`src/rtl/operand_loader_if.sv`:
```
// operand_loader_if: switch/button inputs, entry display and operand memory write port.
interface operand_loader_if;
    logic [3:0]  nibble;
    logic [2:0]  addr;
    logic        push;
    logic        commit;
    logic        clear;
    logic [31:0] entry;
    logic [3:0]  count;
    logic        wr_en;
    logic [2:0]  wr_addr;
    logic [31:0] wr_data;
    logic        busy;
    logic        full;
    modport master (
        input  nibble, addr, push, commit, clear,
        output entry, count, wr_en, wr_addr, wr_data, busy, full
    );
    modport slave (
        output nibble, addr, push, commit, clear,
        input  entry, count, wr_en, wr_addr, wr_data, busy, full
    );
endinterface

```
`src/rtl/operand_loader.sv`:
```
// operand_loader: debounced hex-digit entry committed to operand memory.
// Define OPERAND_LOADER_SIGN_EXT_EN to sign-extend partial entries on write.
module operand_loader #(
    parameter int DEBOUNCE_CYCLES = 50000,
    parameter int CNT_W = 16
) (
    input logic clk_i,
    input logic rst_ni,
    operand_loader_if.master bus
);
    typedef enum logic [1:0] {IDLE, ENTRY, WRITE} state_t;
    state_t state;
    logic [2:0] s1, s2, lvl, lvl_q, p;
    logic [CNT_W-1:0] cnt [3];
    logic [31:0] data_ext;
`ifdef OPERAND_LOADER_SIGN_EXT_EN
    logic [5:0] sh;
    assign sh = 6'd32 - {bus.count, 2'b00};
    assign data_ext = $signed(bus.entry << sh) >>> sh;
`else
    assign data_ext = bus.entry;
`endif
    assign bus.full = bus.count == 4'd8;
    // bit order {clear, commit, push}; p is the one-cycle press pulse per button
    always_ff @(posedge clk_i) begin
        if (!rst_ni) begin
            s1 <= '0;
            s2 <= '0;
            lvl <= '0;
            lvl_q <= '0;
            p <= '0;
            for (int i = 0; i < 3; i++) cnt[i] <= '0;
        end else begin
            s1 <= {bus.clear, bus.commit, bus.push};
            s2 <= s1;
            lvl_q <= lvl;
            p <= lvl & ~lvl_q;
            for (int i = 0; i < 3; i++) begin
                if (s2[i] == lvl[i]) cnt[i] <= '0;
                else if (cnt[i] == CNT_W'(DEBOUNCE_CYCLES - 1)) begin
                    lvl[i] <= s2[i];
                    cnt[i] <= '0;
                end else cnt[i] <= cnt[i] + 1'b1;
            end
        end
    end
    always_ff @(posedge clk_i) begin
        if (!rst_ni) begin
            state <= IDLE;
            bus.entry <= '0;
            bus.count <= '0;
            bus.wr_en <= 1'b0;
            bus.wr_addr <= '0;
            bus.wr_data <= '0;
            bus.busy <= 1'b0;
        end else begin
            case (state)
                IDLE: if (p == 3'b001) begin
                    bus.entry <= {bus.entry[27:0], bus.nibble};
                    bus.count <= bus.count + 4'd1;
                    state <= ENTRY;
                end
                ENTRY: if (p[2]) begin
                    bus.entry <= '0;
                    bus.count <= '0;
                    state <= IDLE;
                end else if (p[1]) begin
                    bus.wr_en <= 1'b1;
                    bus.busy <= 1'b1;
                    bus.wr_addr <= bus.addr;
                    bus.wr_data <= data_ext;
                    state <= WRITE;
                end else if (p[0] && !bus.full) begin
                    bus.entry <= {bus.entry[27:0], bus.nibble};
                    bus.count <= bus.count + 4'd1;
                end
                WRITE: begin
                    bus.wr_en <= 1'b0;
                    bus.busy <= 1'b0;
                    bus.entry <= '0;
                    bus.count <= '0;
                    state <= IDLE;
                end
                default: state <= IDLE;
            endcase
        end
    end
endmodule

```
`src/flat_wrapper.sv`:
```
// flat-port wrapper written by rule: the top's interface ports become plain ports
module operand_loader_flat 
#(
    parameter int DEBOUNCE_CYCLES = 50000,
    parameter int CNT_W = 16
)
  (clk_i, rst_ni, bus_nibble, bus_addr, bus_push, bus_commit, bus_clear, bus_entry, bus_count, bus_wr_en, bus_wr_addr, bus_wr_data, bus_busy, bus_full);
  operand_loader_if bus_i ();
  input logic clk_i;
  input logic rst_ni;
  input wire logic [$bits(bus_i.nibble)-1:0] bus_nibble;
  input wire logic [$bits(bus_i.addr)-1:0] bus_addr;
  input wire logic [$bits(bus_i.push)-1:0] bus_push;
  input wire logic [$bits(bus_i.commit)-1:0] bus_commit;
  input wire logic [$bits(bus_i.clear)-1:0] bus_clear;
  output wire logic [$bits(bus_i.entry)-1:0] bus_entry;
  output wire logic [$bits(bus_i.count)-1:0] bus_count;
  output wire logic [$bits(bus_i.wr_en)-1:0] bus_wr_en;
  output wire logic [$bits(bus_i.wr_addr)-1:0] bus_wr_addr;
  output wire logic [$bits(bus_i.wr_data)-1:0] bus_wr_data;
  output wire logic [$bits(bus_i.busy)-1:0] bus_busy;
  output wire logic [$bits(bus_i.full)-1:0] bus_full;
  assign bus_i.nibble = bus_nibble;
  assign bus_i.addr = bus_addr;
  assign bus_i.push = bus_push;
  assign bus_i.commit = bus_commit;
  assign bus_i.clear = bus_clear;
  assign bus_entry = bus_i.entry;
  assign bus_count = bus_i.count;
  assign bus_wr_en = bus_i.wr_en;
  assign bus_wr_addr = bus_i.wr_addr;
  assign bus_wr_data = bus_i.wr_data;
  assign bus_busy = bus_i.busy;
  assign bus_full = bus_i.full;
  operand_loader #(.DEBOUNCE_CYCLES(DEBOUNCE_CYCLES), .CNT_W(CNT_W)) u_core (.clk_i(clk_i), .rst_ni(rst_ni), .bus(bus_i));
endmodule
```
`config.mk`:
```
export PLATFORM = sky130hd
export DESIGN_NAME = operand_loader_flat
export DESIGN_NICKNAME = d
export VERILOG_FILES = /design/src/rtl/operand_loader_if.sv /design/src/rtl/operand_loader.sv /design/src/flat_wrapper.sv
export SDC_FILE = /design/constraint.sdc
export NUM_CORES = 1
export LEC_CHECK = 0
export ABC_CLOCK_PERIOD_IN_PS = 3000
export BUFFER_PORTS_ARGS = -buffer_cell sky130_fd_sc_hd__buf_2
export CORE_MARGIN = 5
export CORE_UTILIZATION = 40
export DETAILED_ROUTE_END_ITERATION = 12
export GPL_TIMING_DRIVEN = 0
export SLEW_MARGIN = 20
export SYNTH_ARGS = -nofsm -noshare
export SYNTH_HDL_FRONTEND = slang
export SYNTH_SLANG_ARGS = --single-unit
```
`constraint.sdc`:
```
create_clock -name clk_i -period 3 [get_ports clk_i]
set_input_delay 0.6 -clock clk_i [delete_from_list [all_inputs] [get_ports clk_i]]
set_output_delay 0.6 -clock clk_i [all_outputs]
set_load 0.02 [all_outputs]
```
# Yosys cells after proc, flatten, opt, wreduce, memory -nomap -nowiden
# Memory sizes are Yosys's and may differ from the RTL's.
# Index checks and enable logic that the tools add are counted.
# op_classes
n_addsub	4
eq_ne	16
muxes	60
bitwise	15
reduce_logical	12
# op_table
cell	n
two-way mux 16 bit	9
two-way mux 32 bit	4
one-hot mux 32 bit (3 select lines)	1
adder 16 x 1 -> 16 bit, second input constant	3
equality test 16 bit, second input constant	3
two-way mux 1 bit	36
two-way mux 4 bit	4
one-hot mux 4 bit (3 select lines)	1
bitwise OR 1 bit	9
AND reduction 2 bit	4
two-way mux 2 bit	3
!= test 3 x 1 -> 1 bit, second input constant	2
AND reduction 3 bit	2
adder 4 x 1 -> 4 bit, second input constant	1
equality test 4 bit, second input constant	1
!= test 2 x 1 -> 1 bit, second input constant	2
inverter 1 bit	4
one-hot mux 2 bit (2 select lines)	1
AND reduction 4 bit	1
AND 3 bit	1
equality test 1 bit	3
equality test 3 x 1 -> 1 bit, second input constant	1
!= test 3 x 2 -> 1 bit, second input constant	1
inverter 3 bit	1
9 further kinds	9
# totals
reg_bits	89
ram_bits	48
inputBits	12
output_inout_bits	74
wordCells	121
n_memories	1
# mem_list
name	words	width	read_ports	rd_clocked_by_memory_dff	write_ports	line_no	source
u_core.cnt	3	16	3	0	3	operand_loader.sv:14	logic [CNT_W-1:0] cnt [3];

# Logic depth before layout (Yosys ltp)
# logic_depth
word_depth	7
ltp_mapped	8
ltp_nobuf	6

# Least setup slack after synthesis
# Ideal clock, no wire load.
# synth_path
path_type	flip-flop to flip-flop
start	memory u_core.cnt[1][7]
end	memory u_core.cnt[1][9] (data pin)
setup_ns	0.254
t_arrival_ns	1.774
setup_slack_ns	0.971
path_stages_with_launch	6
path_buffers	1
synth_period_minus_slack_ns	2.029
cell_sequence	edfxtp_1 > or4_1 > or4_4 > nand3_4 > buf_8 > nor2_1
# synth_lines
item	line_no
from (decl)	operand_loader.sv:14

# Worst setup path after layout
# layout_path
start	register u_core.state[1]
end	register u_core.bus.entry[28]
# layout_between
elab_chain_len	3
# layout_rtl
item	line_no	source
from (decl)	operand_loader.sv:12	state_t state;
from (signal assigned)	operand_loader.sv:49	state <= IDLE;
from (signal assigned)	operand_loader.sv:61	state <= ENTRY;
from (signal assigned)	operand_loader.sv:66	state <= IDLE;
equality test 2 x 1 -> 1 bit (tied with other cells)	operand_loader.sv:57	case (state)
!= test 3 x 2 -> 1 bit (no line) (tied with other cells)	n/a	
AND reduction 4 bit (no line)	n/a	
to (signal assigned)	operand_loader.sv:59	bus.entry <= {bus.entry[27:0], bus.nibble};
to (signal assigned)	operand_loader.sv:74	bus.entry <= {bus.entry[27:0], bus.nibble};
to (decl)	operand_loader_if.sv:17	output entry, count, wr_en, wr_addr, wr_data, busy, full
# Parallel ways exist; a longest one is shown, timed or not.
# A chain may end at the register's enable or synchronous reset.

==> results.sh <==
export IMPL_seq_area_um2=3220
export IMPL_arrival_ns=2.63
export IMPL_synth_top_cell_by_area="dfxtp_1"
export IMPL_hold_violations=0
export IMPL_die_y_um=131
export IMPL_status="complete, no violations"
export IMPL_grt_max_degree=17
export IMPL_drt_iter0_markers=283
export IMPL_grtUsageTotal=0.153
export IMPL_drive_gt1_frac=0.164
export IMPL_drv_cap=0
export IMPL_netlist_area_um2=5840
export IMPL_cts_tree="built"
export IMPL_multi_input_area_um2=2610
export IMPL_htreeDepth=4
export IMPL_synth_edf_count=48
export IMPL_synthCells=591
export IMPL_dr_pass1_iters=4
export IMPL_cts_buffers=17
export IMPL_yosys_top_cells_area="dfxtp_1, edfxtp_1, mux2i_1"
export IMPL_yosysWarnings=0
export IMPL_ios=86
export IMPL_synth_most_common_cell="nor2_1"
export IMPL_slew_headroom=0.590
export IMPL_setup_viol=0
export IMPL_diodes=0
export IMPL_worstSkewPairLatency_ns=0.42
export IMPL_antenna_found_initial=0
export IMPL_path_clk_slew_ns=0.06
export IMPL_num_rows=44
export IMPL_post_dp_hpwl_um=9200
export IMPL_cts_num_sinks=137
export IMPL_cts_resized=0
export IMPL_grt_pass1_vias=4324
export IMPL_final_nets=762
export IMPL_postCtsHoldBufs=0
export IMPL_stdcell_area_um2=7240
export IMPL_io_buffers=84
export IMPL_cellPowerDensity_nw_per_um2=564
export IMPL_ir_worst_vdd_uv=378
export IMPL_syn_mean_instance_area_um2=9.88
export IMPL_crit_end="u_core.bus.entry[28]"
export IMPL_r2r_start="u_core.state[1]"
export IMPL_synth_top_flop_cell="dfxtp_1"
export IMPL_synth_top_area_frac=0.305
export IMPL_rsz0062_at_grt="false"
export IMPL_cts_setup_buffers=0
export IMPL_start_kind="flip-flop"
export IMPL_fin_skew_ns=0.00727
export IMPL_critPathLaunch="u_core.state[1]"
export IMPL_fin_total_pwr_mw=4.08
export IMPL_leakage_nw=3.02
export IMPL_clock_fmax_mhz=427
export IMPL_area_growth_pct=24.0
export IMPL_grt_pass1_wl_um=20500
export IMPL_cp_max_fo=10
export IMPL_crit_type="flip-flop to flip-flop"
export IMPL_ys_ff_latch=137
export IMPL_ff2ff_setup_slack_ns=0.66
export IMPL_coreArea_um2=14400
export IMPL_fin_crit_ns=2.34
export IMPL_ys_types=43
export IMPL_route_detailed_wl_per_inst_um=13.6
export IMPL_cp_required_ns=3.29
export IMPL_vias=4537
export IMPL_synthArstFlopShare=0
export IMPL_drc_errors=0
export IMPL_overflow=0
export IMPL_cts_root_buffer="clkbuf_16"
export IMPL_ant_nets=0
export IMPL_synth_common_cells="nor2_1, dfxtp_1, nand2_1, edfxtp_1, a21oi_1"
export IMPL_tightest_slew_ns=0.610
export IMPL_fillers=1386
export IMPL_start_util=0.405
export IMPL_die_area_um2=17100
export IMPL_min_path_type="flip-flop to flip-flop"
export IMPL_final_max_slew_viol_count=0
export IMPL_yosysSeqAreaShare=0.552
export IMPL_worstSetupEndpointType="flip-flop"
export IMPL_place_gp_congestion=0.824
export IMPL_clockBufferDepth=2
export IMPL_period_share=0.780
export IMPL_fin_tns_setup_ns=0
export IMPL_placed_area_um2=6670
export IMPL_die_width_um=131
export IMPL_avgViaCountPerCell=4.84
export IMPL_routed_wl_um=12800
export IMPL_worst_r2r_path_depth=7
export IMPL_timing_rr_end="u_core.bus.entry[28]"
worst max-delay path: stages, from the launching register on:
cell and delay (ns):
dfxtp_1 0.40, inv_1 0.08, ha_1 0.23, nand2b_1 0.21, o21ai_0 0.16, o21ai_1 0.52, clkbuf_1 0.50, nor2_1 0.11
report_power, final:
group / total (mW) / switching, mW / internal [mW]
clock network: 1.99 / 0.752 / 1.24
registers: 1.99 / 0.0337 / 1.95
logic: 0.0994 / 0.0627 / 0.0367
area by class of cell:
cell class,instances,area share
multi-input cells,457,0.360
flip-flops and latches,137,0.445
clock buffers,26,0.0750
plain buffers,24,0.0150
repair buffers,84,0.0581
inverters,20,0.0104
well taps,184,0.0318
clock inverters,6,0.00432
placed cells by master, fill, tap and decap left out, drive strengths merged, types with 10 or more instances in the layout:
cell	Yosys	routed
edfxtp	48	48
nand2	80	80
nand3	19	19
dfxtp	89	89
clkbuf	19	45
a21oi	39	39
nand4	13	13
xnor2	35	35
mux2i	36	36
inv	20	21
nor4	11	11
buf	5	89
nor2	90	90
conb	1	48
nor3	13	13
and2	10	10
state kept, by name, summed over array words and instances (netlist names):
name	flops
u_core.bus.count	4
u_core.p	3
u_core.lvl	3
u_core.state	2
u_core.bus.wr_addr	3
u_core.bus.entry	32
u_core.bus.busy	1
u_core.bus.wr_data	32
u_core.s2	3
u_core.lvl_q	3
u_core.s1	3
u_core.cnt	48
kinds of logic after synthesis:
kind of cell,Yosys count,synth area share
AND/OR/NAND/NOR,267,0.217
other,1,0.000642
flip-flops,137,0.552
buffers and inverters,44,0.0315
XOR/XNOR,44,0.0660
adder cells (fa/ha/maj),9,0.0193
AO/OA/AOI/OAI,53,0.0514
multiplexers,36,0.0617
per-layer routing:
layer	wire length, um	up-vias	part of all wire	global-route usage
met5	0	-	0	0
met4	189	0	0.015	0.0575
li1	-	2284	-	-
met2	5970	79	0.47	0.238
met3	545	21	0.043	0.0500
met1	6070	2153	0.48	0.200
how the worst min path moves through the flow:
stage                     cells past startpoint       startpoint           end  slack, ns
final                                         1  u_core.lvl_q[2]   u_core.p[2]       0.39
after global routing                          2       bus_commit  u_core.s1[1]       0.39
after CTS                                     2       bus_commit  u_core.s1[1]       0.38
after detailed placement                      1  u_core.lvl_q[2]   u_core.p[2]       0.38
after global placement                        1  u_core.lvl_q[1]   u_core.p[1]       0.37
after floorplan                               1  u_core.lvl_q[0]   u_core.p[0]       0.37
stage by stage:
stage                     utilization  hold slack [ns]  instances  setup WS [ns]
after floorplan                     -            0.367        638          0.971
after detailed placement        0.462            0.380        906          0.679
final                           0.502            0.386        938          0.659
after CTS                       0.502            0.381        938          0.658
after global routing            0.502            0.390        938          0.440
after global placement          0.462            0.372        906          0.727
Power figures use the tool's default switching activity.
